**config.mk**
```make
export PLATFORM = sky130hd
export DESIGN_NAME = fetch_unit_flat
export DESIGN_NICKNAME = d
export VERILOG_FILES = /design/src/rtl/fetch_unit_if.sv /design/src/rtl/fetch_unit.sv /design/src/flat_wrapper.sv
export SDC_FILE = /design/constraint.sdc
export NUM_CORES = 1
export LEC_CHECK = 0
export CAP_MARGIN = 20
export CORE_MARGIN = 2
export CORE_UTILIZATION = 40
export CTS_BUF_LIST = sky130_fd_sc_hd__clkbuf_4 sky130_fd_sc_hd__clkbuf_8
export DETAILED_ROUTE_END_ITERATION = 16
export PLACE_DENSITY = 0.89
export SKIP_CTS_REPAIR_TIMING = 1
export SLEW_MARGIN = 20
export SYNTH_ARGS = -nofsm -noshare
export SYNTH_HDL_FRONTEND = slang
export SYNTH_SLANG_ARGS = --single-unit
```
**constraint.sdc**
```tcl
create_clock -name clk -period 3.43 [get_ports clk]
set_input_delay 0.8575 -clock clk [delete_from_list [all_inputs] [get_ports clk]]
set_output_delay 0.8575 -clock clk [all_outputs]
set_load 0.05 [all_outputs]
```
**src/rtl/fetch_unit_if.sv**
```systemverilog
// Fetch unit bus bundle: branch-unit redirect, instruction-memory request/response
// and the decode-side valid/ready instruction channel.
//   master : fetch unit view (drives imemReq/imemAddr, instr channel, misalign)
//   slave  : environment view (branch unit, instruction memory, decode)
interface fetch_unit_if;
  logic        redirect;
  logic [31:0] redirectPC;
  logic        imemReq;
  logic [31:0] imemAddr;
  logic        imemGnt;
  logic        imemRvalid;
  logic [31:0] imemRdata;
  logic        instrValid;
  logic        instrReady;
  logic [31:0] instr;
  logic [31:0] instrPC;
  logic        misalign;

  modport master (
    input  redirect, redirectPC, imemGnt, imemRvalid, imemRdata, instrReady,
    output imemReq, imemAddr, instrValid, instr, instrPC, misalign
  );

  modport slave (
    output redirect, redirectPC, imemGnt, imemRvalid, imemRdata, instrReady,
    input  imemReq, imemAddr, instrValid, instr, instrPC, misalign
  );
endinterface

```
**src/rtl/fetch_unit.sv**
```systemverilog
// Instruction-fetch front end. Owns the PC, issues one word fetch at a time,
// buffers one instruction for decode and honours branch redirects by squashing
// wrong-path work.
//   clk, rst : clock, asynchronous active-high reset
//   bus      : fetch_unit_if.master (redirect in, imem req/gnt/rvalid/rdata,
//              instr valid/ready/instr/instrPC out, sticky misalign out)
module fetch_unit #(
  parameter logic [31:0] RESET_PC = 32'h0000_0000
) (
  input  logic          clk,
  input  logic          rst,
  fetch_unit_if.master  bus
);

  localparam int unsigned XLEN = 32;

  typedef enum logic [1:0] {
    FETCH = 2'd0,
    WAIT  = 2'd1,
    DROP  = 2'd2,
    FAULT = 2'd3
  } state_t;

  state_t            state, state_next;
  logic [XLEN-1:0]   pc;
  logic [XLEN-1:0]   instr_q;
  logic [XLEN-1:0]   instr_pc_q;
  logic              instr_valid_q;
  logic              misalign_q;

  logic              out_free_c;
  logic              bad_target_c;
  logic              req_c;
  logic              accept_c;
  logic              redirect_c;
  logic              fault_c;

  assign out_free_c   = !instr_valid_q || bus.instrReady;
  assign bad_target_c = bus.redirectPC[1:0] != 2'b00;

  // State register
  always_ff @(posedge clk or posedge rst) begin
    if (rst) state <= FETCH;
    else     state <= state_next;
  end

  // Next-state logic; an aligned redirect only changes the state when it
  // leaves an in-flight response behind (WAIT without rvalid -> DROP).
  always_comb begin
    state_next = state;
    case (state)
      FETCH: begin
        if (bus.redirect)                                 state_next = bad_target_c ? FAULT : FETCH;
        else if (out_free_c && bus.imemGnt)               state_next = WAIT;
      end
      WAIT: begin
        if (bus.redirect && bad_target_c)                 state_next = FAULT;
        else if (bus.imemRvalid)                          state_next = FETCH;
        else if (bus.redirect)                            state_next = DROP;
      end
      DROP: begin
        if (bus.redirect && bad_target_c)                 state_next = FAULT;
        else if (bus.imemRvalid)                          state_next = FETCH;
      end
      default:                                            state_next = FAULT;
    endcase
  end

  // Output / datapath-control decode
  always_comb begin
    req_c      = 1'b0;
    accept_c   = 1'b0;
    redirect_c = 1'b0;
    fault_c    = 1'b0;
    if (state != FAULT) begin
      req_c      = (state == FETCH) && out_free_c && !bus.redirect;
      redirect_c = bus.redirect && !bad_target_c;
      fault_c    = bus.redirect && bad_target_c;
      accept_c   = (state == WAIT) && bus.imemRvalid && !bus.redirect;
    end
  end

  // PC, output register and sticky fault flag
  always_ff @(posedge clk or posedge rst) begin
    if (rst) begin
      pc            <= RESET_PC;
      instr_q       <= '0;
      instr_pc_q    <= '0;
      instr_valid_q <= 1'b0;
      misalign_q    <= 1'b0;
    end else if (fault_c) begin
      misalign_q    <= 1'b1;
      instr_valid_q <= 1'b0;
    end else if (redirect_c) begin
      pc            <= bus.redirectPC;
      instr_valid_q <= 1'b0;
    end else if (accept_c) begin
      instr_q       <= bus.imemRdata;
      instr_pc_q    <= pc;
      instr_valid_q <= 1'b1;
      pc            <= pc + XLEN'(4);
    end else if (state == FAULT || (instr_valid_q && bus.instrReady)) begin
      instr_valid_q <= 1'b0;
    end
  end

  assign bus.imemReq    = req_c;
  assign bus.imemAddr   = pc;
  assign bus.instrValid = instr_valid_q;
  assign bus.instr      = instr_q;
  assign bus.instrPC    = instr_pc_q;
  assign bus.misalign   = misalign_q;

endmodule

```
**src/flat_wrapper.sv**
```systemverilog
// flat-port wrapper written by rule: the top's interface ports become plain ports
module fetch_unit_flat 
#(
  parameter logic [31:0] RESET_PC = 32'h0000_0000
)
  (clk, rst, bus_redirect, bus_redirectPC, bus_imemGnt, bus_imemRvalid, bus_imemRdata, bus_instrReady, bus_imemReq, bus_imemAddr, bus_instrValid, bus_instr, bus_instrPC, bus_misalign);
  fetch_unit_if bus_i ();
  input  logic clk;
  input  logic rst;
  input wire logic [$bits(bus_i.redirect)-1:0] bus_redirect;
  input wire logic [$bits(bus_i.redirectPC)-1:0] bus_redirectPC;
  input wire logic [$bits(bus_i.imemGnt)-1:0] bus_imemGnt;
  input wire logic [$bits(bus_i.imemRvalid)-1:0] bus_imemRvalid;
  input wire logic [$bits(bus_i.imemRdata)-1:0] bus_imemRdata;
  input wire logic [$bits(bus_i.instrReady)-1:0] bus_instrReady;
  output wire logic [$bits(bus_i.imemReq)-1:0] bus_imemReq;
  output wire logic [$bits(bus_i.imemAddr)-1:0] bus_imemAddr;
  output wire logic [$bits(bus_i.instrValid)-1:0] bus_instrValid;
  output wire logic [$bits(bus_i.instr)-1:0] bus_instr;
  output wire logic [$bits(bus_i.instrPC)-1:0] bus_instrPC;
  output wire logic [$bits(bus_i.misalign)-1:0] bus_misalign;
  assign bus_i.redirect = bus_redirect;
  assign bus_i.redirectPC = bus_redirectPC;
  assign bus_i.imemGnt = bus_imemGnt;
  assign bus_i.imemRvalid = bus_imemRvalid;
  assign bus_i.imemRdata = bus_imemRdata;
  assign bus_i.instrReady = bus_instrReady;
  assign bus_imemReq = bus_i.imemReq;
  assign bus_imemAddr = bus_i.imemAddr;
  assign bus_instrValid = bus_i.instrValid;
  assign bus_instr = bus_i.instr;
  assign bus_instrPC = bus_i.instrPC;
  assign bus_misalign = bus_i.misalign;
  fetch_unit #(.RESET_PC(RESET_PC)) u_core (.clk(clk), .rst(rst), .bus(bus_i));
endmodule
```
* After elaboration in Yosys (flattened, before gate mapping)
Cells that the tools add are included.
** Word-level totals
- Memories :: 0
- Register bits :: 100
- Output and inout bits :: 99
- Memory bits (writable) :: 0
- Logic and storage cells :: 55
- Input port bits :: 70
- Bits in latches :: 0
- Memory bits (read-only) :: 0
** Operators by class
- Equality and inequality tests :: 7
- Shift operators :: 0
- $mul :: 0
- Bitwise logic cells :: 2
- Divide/modulo/power cells :: 0
- Reductions and logical operators :: 20
- Magnitude comparators :: 0
- $add $sub $neg :: 1
- Muxes and demuxes :: 19
** Operators by type and width (count)
- 32-bit two-way mux :: 2
- 32-bit by 3-bit adder with 32-bit output, second input constant :: 1
- 2-bit two-way mux :: 8
- 1-bit logical AND :: 8
- 1-bit two-way mux :: 8
- 3-bit by 2-bit inequality test with 1-bit output, second input constant :: 2
- 2-bit case mux with 3 select lines :: 1
- 3-bit AND reduction :: 2
- 2-bit equality test, second input constant :: 2
- 4-bit by 3-bit inequality test with 1-bit output, second input constant :: 1
- 2-bit nonzero test :: 2
- 4-bit nonzero test :: 1
- 1-bit logical NOT :: 3
- 2-bit by 1-bit equality test with 1-bit output, second input constant :: 1
- 2-bit logical NOT :: 1
- 1-bit logical OR :: 2
- 2-bit inequality test, second input constant :: 1
- 1-bit inverter :: 2
- 2-bit AND reduction :: 1

* Logic depth before layout (Yosys ltp)
- Word-level depth :: 7
- Mapped depth :: 7
- Mapped depth without buffers :: 5

* Least setup slack after synthesis
No wires, ideal clock.
- Path type :: in2out
- Start :: input port bus_redirect
- End :: output port bus_imemReq
- Required time :: 2572 ps
- Path slack :: 149 ps
- Stages :: 1
- Data arrival time :: 2424 ps
- Path buffers :: 0
- Path through :: nor4_1
** Between the ends
- Longest elaborated chain between the ends :: 3
** RTL lines
- start, declared :: line flat_wrapper.sv:10 : input wire logic [$bits(bus_i.redirect)-1:0] bus_redirect;
- 1-bit logical NOT :: line fetch_unit.sv:76 : req_c = (state == FETCH) && out_free_c && !bus.redirect;
- 1-bit logical AND :: line fetch_unit.sv:76
- 1-bit two-way mux :: line fetch_unit.sv:75 : if (state != FAULT) begin
- end, declared :: line flat_wrapper.sv:16 : output wire logic [$bits(bus_i.imemReq)-1:0] bus_imemReq;
No other way between the ends.

* Worst setup path in the final report
Ends and elaborated chain as after synthesis.

==> results.ini <==
[yosys]
synth_edf_count=0
postSynthAreaPerCell_um2=12.4
synth_area_um2=4370
synth.area.top_cells=dfrtp_1 57%, mux2_2 16%, xnor2_1 2.6%, nor3_1 1.8%, a21oi_1 1.7%
yosysWarnings=0
synth_top_family_by_area=multiplexers
synthMuxAreaShare_pct=16.7
yosysMostFrequentCell=dfrtp_1
synth-seq-cells=100
yosysTopAreaCell=dfrtp_1
ys_types=38
synth_compound_area_share_pct=6.86
synth_xor_xnor_area_share_pct=3.40
synthTopCellsByCount=100 x dfrtp_1, 64 x mux2_2, 18 x nand2_1
yosys.area.top_type_share_pct=57.2
synth_cells=352
synthFlopType=dfrtp_1
syn-num-nets=423
async_flop_share_pct=100
yosys.area_share.simple_pct=13.1
yosysSeqAreaShare_pct=57.2
synth_fa_ha_area_share_pct=0.286

[global_routing]
antenna_found_initial=0
grt_usage_pct=19.5
grt_pass1_wl_um=18000
grt_start_max_net_pins=64
overflow=0
grt_pass1_vias=3653

[min_path]
holdPathStages=1
hold_path.class=flip-flop to flip-flop

[final_layout]
diodes=0
syn_to_final_growth_pct=48.2
utilization_pct=60.3
layout.nets=588
drive_gt1_share_pct=19.3
n_fill_cell=858
final_cell_count_no_fill=662
stdcell_area_um2=6480

[floorplanning]
die_h_um=109
core_area_um2=10700
rows=38
die_area_um2=11800
start_util_pct=40.7
io_pins=169
die_w_um=109

[critical_path]
path_max_fanout=8
worstPathArrival_ns=2.17
max_stage_delay_ns=0.58
critPathLaunchType=primary input
path_cells=clkdlybuf4s50_1 -> nor4_1 -> buf_12
required_ns=2.57
cpMaxStageDelayCell=nor4_1
endpoint_kind=output port
criticalPathCategory=primary input to output port
rr_worst_depth=5

[clock_tree]
ctsRootBufferMaster=clkbuf_8
clk_latency_ns=0.36
clk_path_buf_depth=2
clkTransAtPathRegs_ns=0.09
cts_tree=built
cts.htree.levels=3
cts.sinks=100
cts_buffers=9

[drt]
wl_per_cell_um=17.3
drt-initial-drc-count=208
detail_route.wirelength_um=11500
ant_nets=0
viasPerCell=5.22
drcViolationCount=0
first_pass_iters=4
dr_total_vias=3457

[placement]
postPlaceCellArea_um2=6230
place_inst=646
portBuffers=168
dp_hpwl_um=8200
place_congestion=0.815

[sta]
skew_ns=0.00956
setup_viol=0
final_max_slew_viol_count=0
hold_viol=0
fin_crit_ns=3.02
worstMarginPinSlew_ns=0.658
fmax_mhz=331
rsz0062_at_grt=false
relSlewSlack_pct=56.2
min_period_over_period_pct=88.2
finalSetupTns_ns=0

[job]
max-cap-violations=0

[outcome]
status=finished clean

[power]
ir_drop_mv=0.447
power_density_nw_per_um2=719
p_leak_nw=2.71

## registers in the layout, indices dropped and copies added (netlist names)
register               flops
u_core.bus.imemAddr       32
u_core.bus.instr          32
u_core.bus.instrPC        32
u_core.bus.instrValid      1
u_core.bus.misalign        1
u_core.state               2
## per-layer routing
metal | global-route usage [%] | up-vias | share of wire, %
li1 | - | 1608 | -
met1 | 23.5 | 1708 | 41
met2 | 34.5 | 125 | 51
met3 | 4.10 | 16 | 6.4
met4 | 6.50 | 0 | 1.6
met5 | 0 | - | 0
## layout by cell type (no fill, tap or decap), types with 7 or more instances in the layout
master and instances:
clkdlybuf4s50_1 167, dfrtp_1 100, mux2_2 64, nand2_1 18
nor3_1 16, a21oi_1 15, nor2_1 13, xnor2_1 13
o21ai_0 13, clkbuf_8 9, a211oi_1 8, nand3_1 7
## worst max-delay path, delay by kind of cell
kind | cells | cell delay (ns)
buffers and inverters | 2 | 0.73
and+or+nand+nor | 1 | 0.58
## per-stage QoR
| step | setup WS [ns] | hold WS [ns] | power (mW) |
|---|---|---|---|
| 2_1_floorplan | 0.149 | 0.526 | 2.99 |
| 3_3_place_gp | 0.454 | 0.456 | 3.72 |
| 3_5_place_dp | 0.414 | 0.468 | 3.78 |
| 4_1_cts | 0.407 | 0.490 | 4.70 |
| 5_1_grt | 0.369 | 0.523 | 4.87 |
| 6_report | 0.405 | 0.484 | 4.66 |
## kinds of logic (layout without fill, tap and decap cells)
logic type               after synthesis  count (layout)
flip-flops                           100             100
multiplexers                          65              65
AO/OA/AOI/OAI                         48              48
XOR/XNOR                              17              17
buffers and inverters                 25             195
adder cells (fa/ha/maj)                1               1
AND/OR/NAND/NOR                       96              96
## power by group
group,switching (mW),leakage (nW),internal [mW]
logic,1.26,1.28,0.736
clock network,0.423,0.120,0.490
registers,0.314,1.31,1.44
total,1.99,2.71,2.67
## final timing paths
path / from / to / slack, ns
max in group asynchronous: rst / u_core.bus.instrPC[19] / 1.89
worst min-delay path: u_core.bus.misalign / u_core.bus.misalign / 0.48
worst max register to register: u_core.bus.imemAddr[4] / u_core.bus.imemAddr[18] / 1.44
min in group asynchronous: rst / u_core.bus.instr[16] / 0.77
worst min register to register: u_core.bus.misalign / u_core.bus.misalign / 0.48
worst max-delay path: bus_redirect / bus_imemReq / 0.41
## layout make-up
class	count	area [µm²]	share of cell area (%)
clock inverters	7	124	1.91
inverters	4	18.8	0.290
flip-flops and latches	100	2500	38.6
multi-input cells	227	1770	27.3
repair buffers	175	1770	27.3
clock buffers	9	124	1.91
well taps	140	175	2.70
No activity file was read; power rests on OpenSTA's default activity.
